File: config.mk
export PLATFORM = sky130hd
export DESIGN_NAME = ima_adpcm_pkt_sequencer_flat
export DESIGN_NICKNAME = d
export VERILOG_FILES = /design/src/rtl/ima_adpcm_pkt_sequencer_if.sv /design/src/rtl/ima_adpcm_pkt_sequencer.sv /design/src/flat_wrapper.sv
export SDC_FILE = /design/constraint.sdc
export NUM_CORES = 1
export LEC_CHECK = 0
export CORE_ASPECT_RATIO = 2
export CORE_MARGIN = 2
export CORE_UTILIZATION = 55
export CTS_BUF_LIST = sky130_fd_sc_hd__clkbuf_16
export CTS_CLUSTER_SIZE = 20
export DETAILED_ROUTE_END_ITERATION = 10
export DONT_BUFFER_PORTS = 1
export GPL_TIMING_DRIVEN = 0
export HOLD_SLACK_MARGIN = 0.12
export PLACE_DENSITY = 0.7
export SLEW_MARGIN = 30
export SYNTH_ARGS = -nofsm -noshare
export SYNTH_HDL_FRONTEND = slang
export SYNTH_SLANG_ARGS = --single-unit
File: constraint.sdc
create_clock -name clk -period 3.25 [get_ports clk]
set_input_delay 0.65 -clock clk [delete_from_list [all_inputs] [get_ports clk]]
set_output_delay 0.65 -clock clk [all_outputs]
set_load 0.1 [all_outputs]
File: src/rtl/ima_adpcm_pkt_sequencer_if.sv
`default_nettype none
// +----------------------------------------------------------------------+
// | ima_adpcm_pkt_sequencer_if : byte-in, decoder and sample-out bundle   |
// | Revision : 1.0                                                       |
// +----------------------------------------------------------------------+
interface ima_adpcm_pkt_sequencer_if;
  logic        in_valid;
  logic        in_ready;
  logic [7:0]  in_data;
  logic        in_last;
  logic        dec_rst_n;
  logic        dec_sop;
  logic        dec_eop;
  logic [3:0]  dec_coded;
  logic [15:0] dec_decoded;
  logic        out_valid;
  logic [15:0] out_sample;
  logic        out_last;
  logic        busy;
  logic        err_oversize;

  modport master (
    input  in_valid, in_data, in_last, dec_decoded,
    output in_ready, dec_rst_n, dec_sop, dec_eop, dec_coded,
    output out_valid, out_sample, out_last, busy, err_oversize
  );

  modport slave (
    output in_valid, in_data, in_last, dec_decoded,
    input  in_ready, dec_rst_n, dec_sop, dec_eop, dec_coded,
    input  out_valid, out_sample, out_last, busy, err_oversize
  );
endinterface
`default_nettype wire

File: src/rtl/ima_adpcm_pkt_sequencer.sv
`default_nettype none
// +----------------------------------------------------------------------+
// | ima_adpcm_pkt_sequencer : buffers one ADPCM packet, bursts nibbles    |
// | Revision : 1.0                                                       |
// +----------------------------------------------------------------------+
module ima_adpcm_pkt_sequencer #(
  parameter int MAX_BYTES       = 64,
  parameter bit NIBBLE_LO_FIRST = 1'b1,
  parameter bit RESET_PER_PKT   = 1'b1
) (
  input wire logic                  clk,
  input wire logic                  rst,
  ima_adpcm_pkt_sequencer_if.master bus
);
  localparam int CNT_W  = $clog2(MAX_BYTES) + 1;
  localparam int IDX_W  = CNT_W + 1;
  localparam int ADDR_W = $clog2(MAX_BYTES);
  localparam logic [CNT_W-1:0] MAX_CNT = CNT_W'(MAX_BYTES);

  typedef enum logic [1:0] {
    FILL  = 2'd0,
    DRST  = 2'd1,
    BURST = 2'd2,
    DRAIN = 2'd3
  } state_t;

  state_t           r_state, w_state_nxt;
  logic [7:0]       r_mem [MAX_BYTES];
  logic [CNT_W-1:0] r_cnt, w_cnt_nxt;
  logic [IDX_W-1:0] r_nib_idx, w_nib_idx_nxt;
  logic             r_ovf, w_ovf_nxt;
  logic             r_drain, w_drain_nxt;
  logic [1:0]       r_iss_valid;
  logic [1:0]       r_iss_last;
  logic             r_err;

  logic             w_ready;
  logic             w_dec_rst_n;
  logic             w_issue;
  logic             w_sop;
  logic             w_eop;
  logic             w_err_set;
  logic             w_store;
  logic             w_full;
  logic             w_last_nib;
  logic             w_sel_hi;
  logic [7:0]       w_rd_byte;
  logic [3:0]       w_nibble;

  assign w_full     = (r_cnt == MAX_CNT);
  assign w_last_nib = (r_nib_idx == ({r_cnt, 1'b0} - 1'b1));
  assign w_rd_byte  = r_mem[r_nib_idx[ADDR_W:1]];
  assign w_sel_hi   = r_nib_idx[0] ^ !NIBBLE_LO_FIRST;
  assign w_nibble   = w_sel_hi ? w_rd_byte[7:4] : w_rd_byte[3:0];

  always_comb begin
    w_state_nxt   = r_state;
    w_cnt_nxt     = r_cnt;
    w_nib_idx_nxt = r_nib_idx;
    w_ovf_nxt     = r_ovf;
    w_drain_nxt   = r_drain;
    w_ready       = 1'b0;
    w_dec_rst_n   = 1'b1;
    w_issue       = 1'b0;
    w_sop         = 1'b0;
    w_eop         = 1'b0;
    w_err_set     = 1'b0;
    w_store       = 1'b0;
    case (r_state)
      FILL: begin
        w_ready = 1'b1;
        if (bus.in_valid) begin
          // Bytes beyond the buffer are still consumed so the source never stalls.
          if (w_full) begin
            w_ovf_nxt = 1'b1;
          end else begin
            w_store   = 1'b1;
            w_cnt_nxt = r_cnt + 1'b1;
          end
          if (bus.in_last && (w_cnt_nxt != '0)) begin
            w_err_set     = w_ovf_nxt;
            w_ovf_nxt     = 1'b0;
            w_nib_idx_nxt = '0;
            if (RESET_PER_PKT) begin
              w_state_nxt = DRST;
            end else begin
              w_state_nxt = BURST;
            end
          end
        end
      end
      DRST: begin
        w_dec_rst_n = 1'b0;
        w_state_nxt = BURST;
      end
      BURST: begin
        w_issue       = 1'b1;
        w_sop         = (r_nib_idx == '0);
        w_eop         = w_last_nib;
        w_nib_idx_nxt = r_nib_idx + 1'b1;
        if (w_last_nib) begin
          w_state_nxt = DRAIN;
          w_drain_nxt = 1'b0;
        end
      end
      DRAIN: begin
        // Two cycles cover the decoder latency so the final sample leaves first.
        w_drain_nxt = 1'b1;
        if (r_drain) begin
          w_state_nxt = FILL;
          w_cnt_nxt   = '0;
        end
      end
      default: begin
        w_state_nxt = FILL;
      end
    endcase
  end

  always_ff @(posedge clk) begin
    if (rst) begin
      r_state     <= FILL;
      r_cnt       <= '0;
      r_nib_idx   <= '0;
      r_ovf       <= 1'b0;
      r_drain     <= 1'b0;
      r_iss_valid <= '0;
      r_iss_last  <= '0;
      r_err       <= 1'b0;
    end else begin
      r_state     <= w_state_nxt;
      r_cnt       <= w_cnt_nxt;
      r_nib_idx   <= w_nib_idx_nxt;
      r_ovf       <= w_ovf_nxt;
      r_drain     <= w_drain_nxt;
      r_iss_valid <= {r_iss_valid[0], w_issue};
      r_iss_last  <= {r_iss_last[0], w_eop};
      r_err       <= w_err_set;
    end
  end

  always_ff @(posedge clk) begin
    if (w_store && !rst) begin
      r_mem[r_cnt[ADDR_W-1:0]] <= bus.in_data;
    end
  end

  // Reset gates every output immediately so in-flight samples are suppressed.
  assign bus.in_ready     = w_ready & ~rst;
  assign bus.dec_rst_n    = w_dec_rst_n & ~rst;
  assign bus.dec_sop      = w_sop & ~rst;
  assign bus.dec_eop      = w_eop & ~rst;
  assign bus.dec_coded    = (w_issue && !rst) ? w_nibble : 4'd0;
  assign bus.out_valid    = r_iss_valid[1] & ~rst;
  assign bus.out_last     = r_iss_last[1] & ~rst;
  assign bus.out_sample   = bus.out_valid ? bus.dec_decoded : 16'd0;
  assign bus.busy         = (r_state != FILL) & ~rst;
  assign bus.err_oversize = r_err;

endmodule
`default_nettype wire

File: src/flat_wrapper.sv
// flat-port wrapper written by rule: the top's interface ports become plain ports
module ima_adpcm_pkt_sequencer_flat 
#(
  parameter int MAX_BYTES       = 64,
  parameter bit NIBBLE_LO_FIRST = 1'b1,
  parameter bit RESET_PER_PKT   = 1'b1
)
  (clk, rst, bus_in_valid, bus_in_data, bus_in_last, bus_dec_decoded, bus_in_ready, bus_dec_rst_n, bus_dec_sop, bus_dec_eop, bus_dec_coded, bus_out_valid, bus_out_sample, bus_out_last, bus_busy, bus_err_oversize);
  ima_adpcm_pkt_sequencer_if bus_i ();
  input wire logic clk;
  input wire logic rst;
  input wire logic [$bits(bus_i.in_valid)-1:0] bus_in_valid;
  input wire logic [$bits(bus_i.in_data)-1:0] bus_in_data;
  input wire logic [$bits(bus_i.in_last)-1:0] bus_in_last;
  input wire logic [$bits(bus_i.dec_decoded)-1:0] bus_dec_decoded;
  output wire logic [$bits(bus_i.in_ready)-1:0] bus_in_ready;
  output wire logic [$bits(bus_i.dec_rst_n)-1:0] bus_dec_rst_n;
  output wire logic [$bits(bus_i.dec_sop)-1:0] bus_dec_sop;
  output wire logic [$bits(bus_i.dec_eop)-1:0] bus_dec_eop;
  output wire logic [$bits(bus_i.dec_coded)-1:0] bus_dec_coded;
  output wire logic [$bits(bus_i.out_valid)-1:0] bus_out_valid;
  output wire logic [$bits(bus_i.out_sample)-1:0] bus_out_sample;
  output wire logic [$bits(bus_i.out_last)-1:0] bus_out_last;
  output wire logic [$bits(bus_i.busy)-1:0] bus_busy;
  output wire logic [$bits(bus_i.err_oversize)-1:0] bus_err_oversize;
  assign bus_i.in_valid = bus_in_valid;
  assign bus_i.in_data = bus_in_data;
  assign bus_i.in_last = bus_in_last;
  assign bus_i.dec_decoded = bus_dec_decoded;
  assign bus_in_ready = bus_i.in_ready;
  assign bus_dec_rst_n = bus_i.dec_rst_n;
  assign bus_dec_sop = bus_i.dec_sop;
  assign bus_dec_eop = bus_i.dec_eop;
  assign bus_dec_coded = bus_i.dec_coded;
  assign bus_out_valid = bus_i.out_valid;
  assign bus_out_sample = bus_i.out_sample;
  assign bus_out_last = bus_i.out_last;
  assign bus_busy = bus_i.busy;
  assign bus_err_oversize = bus_i.err_oversize;
  ima_adpcm_pkt_sequencer #(.MAX_BYTES(MAX_BYTES), .NIBBLE_LO_FIRST(NIBBLE_LO_FIRST), .RESET_PER_PKT(RESET_PER_PKT)) u_core (.clk(clk), .rst(rst), .bus(bus_i));
endmodule
==> impl_metrics.csv <==
group,metric,value,unit
logic_synthesis,synth_xor_area_frac,0.00281,
critical_path,critPathKind,"flip-flop to output port",
logic_synthesis,synth.yosys.seq_area_share,0.733,
status,violations,"setup timing",
route,wl_met3,2940,um
placement,finalWeightedCongestion,0.967,
global_route,grt_pass1_vias,11900,
clock_network,cts_root_buf,"clkbuf_16",
logic_synthesis,synth_fa_ha_area_frac,0.00574,
clock_network,cts_tree,"built",
placement,dp_hpwl,35800,um
logic_synthesis,syn_avg_cell_area,18.3,um2
die,rows,103,
route,viasPerCell,6.34,
global_route,grt_overflow_total,0,
global_route,grt_pass1_wl,77200,um
die,io_pins,56,
critical_path,worst_ep_arrival_time,3.23,ns
clock_network,cts_inserted_buffers,43,
sta,fin_crit_sh,1.20,
power_and_ir_drop,p_leak,7.70,nW
route,wl_per_cell,29.4,um
die,initial_core_util,0.554,
min_path,min_path_cells,0,
route,drc,0,
route,postRouteAntennaNets,0,
sta,relSlewSlack,0.338,
logic_synthesis,synth_top_family_by_area,"multiplexers",
status,run_status,"finished, violations left",
sta,rsz0062_at_grt,"true",
final_layout,multi_input_area,6430,um2
final_layout,nets,1304,
power_and_ir_drop,power.density,554,nW/um2
route,first_pass_iters,5,
sta,drv_slew,0,
global_route,grt_antenna_before_repair,0,
route,met2WireLength,29700,um
logic_synthesis,syn_area,21800,um2
die,die-area,41300,um2
logic_synthesis,synth_warnings,0,
global_route,grt_max_degree,65,
final_layout,areaGrowthSynthToFinish,17.6,%
final_layout,design_area,25600,um2
min_path,hp-start,"bus_in_data[4]",
sta,setup_ws,-0.635,ns
logic_synthesis,synthCells,1187,
clock_network,max-clock-path-buffers,3,
route,met1_length,17200,um
min_path,hp-class,"input pin to flip-flop",
sta,hold_viol_final,0,
logic_synthesis,synth_mux_area_frac,0.153,
final_layout,drive_above_1_share,0.323,
min_path,whs_endpoint,"u_core.r_mem[17][4]$_DFFE_PP_",
clock_network,cts_max_level,2,
critical_path,cp.required,2.60,ns
critical_path,critPathMaxFanout,7,
placement,portBuffers,0,
clock_network,cts_sinks,542,
sta,max_slew.worst_pin.slew,0.990,ns
die,die_w,145,um
route,drt_iter0_drc,1123,
critical_path,reg2reg_slack,0.11,ns
final_layout,area.sequential,16000,um2
critical_path,rr_worst_depth,9,
route,vias,11500,
logic_synthesis,yosysTopAreaCell,"edfxtp_1",
sta,fin_crit,3.88,ns
sta,holdWs,0.189,ns
sta,setup_viol,5,
clock_network,clkLatencyLatePin,0.57,ns
die,coreArea,39300,um2
power_and_ir_drop,ir_drop,0.640,mV
logic_synthesis,synth_compound_area_frac,0.0381,
final_layout,n_fill_cell,2599,
global_route,groute.usage.overall,0.266,
critical_path,crit_path_start_kind,"flip-flop",
placement,place_area,22700,um2
final_layout,fin_cells,1820,
die,die_y,285,um
critical_path,worstSetupEndpointType,"output port",
logic_synthesis,synth.distinct_cells,49,
logic_synthesis,syn_nets,1225,
logic_synthesis,yosysTopAreaCellShare,0.706,
placement,placed_cells,1717,
critical_path,r2r_end,"u_core.r_mem[3][5]$_DFFE_PP_",
logic_synthesis,ys.flop_type,"edfxtp_1",
job,cap_violations,0,
logic_synthesis,synth_async_sr_flop_share,0,
logic_synthesis,synth_area_leaders,"edfxtp_1, mux4_2, mux2i_1",
logic_synthesis,synth-simple-area-share,0.0496,
sta,finClkSkew,0.0253,ns
sta,max_clock_freq,257,MHz
route,highest_layer,"met4",
route,routed_wirelength,53400,um
critical_path,rr_startpoint,"u_core.r_state[0]$_SDFFE_PP0P_",
logic_synthesis,synth_edf_count,512,
logic_synthesis,synth-seq-cells,542,
final_layout,antenna_cells,0,
clock_network,path_clk_slew,0.07,ns
-- per-layer routing --
metal | track usage | up-vias
met3 | 0.0321 | 165
met5 | 0 | -
met2 | 0.486 | 505
met1 | 0.296 | 5911
met4 | 0.148 | 0
li1 | - | 4952
-- synthesized netlist by cell type, drive strengths merged (24+ instances only) --
cell type,n
edfxtp,512
mux4,108
nor2,94
mux2i,89
o21ai,48
buf,37
dfxtp,30
nor3,27
nand2,26
clkbuf,25
nand3,24
o22ai,24
-- registers in the layout, summed over array words and instances, names as in the netlist, named ones only --
register / cells
u_core.r_iss_valid: 2
u_core.r_ovf: 1
u_core.r_state: 2
u_core.r_cnt: 7
u_core.bus.err_oversize: 1
u_core.r_nib_idx: 8
u_core.r_iss_last: 2
u_core.r_drain: 1
u_core.r_mem: 512
-- report_power, final --
part,switching [mW],total [mW],internal [mW],leakage (nW)
registers,0.0310,7.71,7.68,4.85
logic,0.743,1.10,0.360,2.15
clock network,2.40,5.38,2.98,0.700
-- worst max-delay path: stages (launching register included) --
cell and delay, ns:
dfxtp_2 0.33, buf_8 0.14, buf_12 0.17, buf_16 0.17, buf_4 0.13, mux4_2 0.50, mux4_2 0.55, o21ai_1 0.21
o211ai_1 0.20, clkbuf_16 0.26
-- timing repair --
item | CTS | global route
gates resized for setup | 229 | 84
pin swaps | 15 | 18
cloned | 1 | 0
hold buffers | 0 | 0
endpoints found under the setup margin | 492 | 351
setup buffers | 13 | 18
-- cell type report --
type                    count  share of cell area
flip-flops and latches    542               0.624
multi-input cells         569               0.251
clock buffers              43              0.0420
well taps                 525              0.0256
plain buffers              59              0.0235
repair buffers             37              0.0181
clock inverters            31              0.0134
inverters                  14             0.00230
-- kinds of logic after synthesis --
logic type / count (synthesis)
adders and majority gates: 10
xor gates and xnor gates: 7
DFF: 542
AOI/OAI and AO/OA: 127
and+or+nand+nor: 228
muxes: 197
buffers and inverters: 76
-- worst max-delay path by stage --
stage	from	depth (start not counted)	to	slack (ns)
CTS	flip-flop	8	bus_dec_coded[1]	-0.68
global route	flip-flop	8	bus_dec_coded[1]	-0.69
global placement	flip-flop	6	bus_dec_coded[2]	-1.44
detailed placement	flip-flop	9	bus_dec_coded[0]	-0.82
floorplan	flip-flop	9	bus_dec_coded[1]	-0.36
finish	flip-flop	9	bus_dec_coded[2]	-0.63
-- metrics by stage --
step / total power [mW] / utilization / setup WS (ns) / TNS [ns]
after floorplan: 8.51 / - / -0.364 / -1.38
after global placement: 8.68 / 0.573 / -1.44 / -98.42
after detailed placement: 8.75 / 0.577 / -0.823 / -135.16
after CTS: 14.1 / 0.638 / -0.681 / -4.80
after global routing: 14.6 / 0.652 / -0.695 / -2.75
final: 14.2 / 0.652 / -0.635 / -2.55
-- placed cells by master (no fill, tap or decap), types with 17 or more instances in the layout --
master and count:
buf_4 35, clkbuf_16 47, dfxtp_1 25, edfxtp_1 512, mux2i_1 66, mux4_2 108
nand2_1 20, nand3_1 20, nor2_1 28, nor2_4 63, o21ai_0 43, o22ai_1 17
No activity file was read; power rests on OpenSTA's default activity.
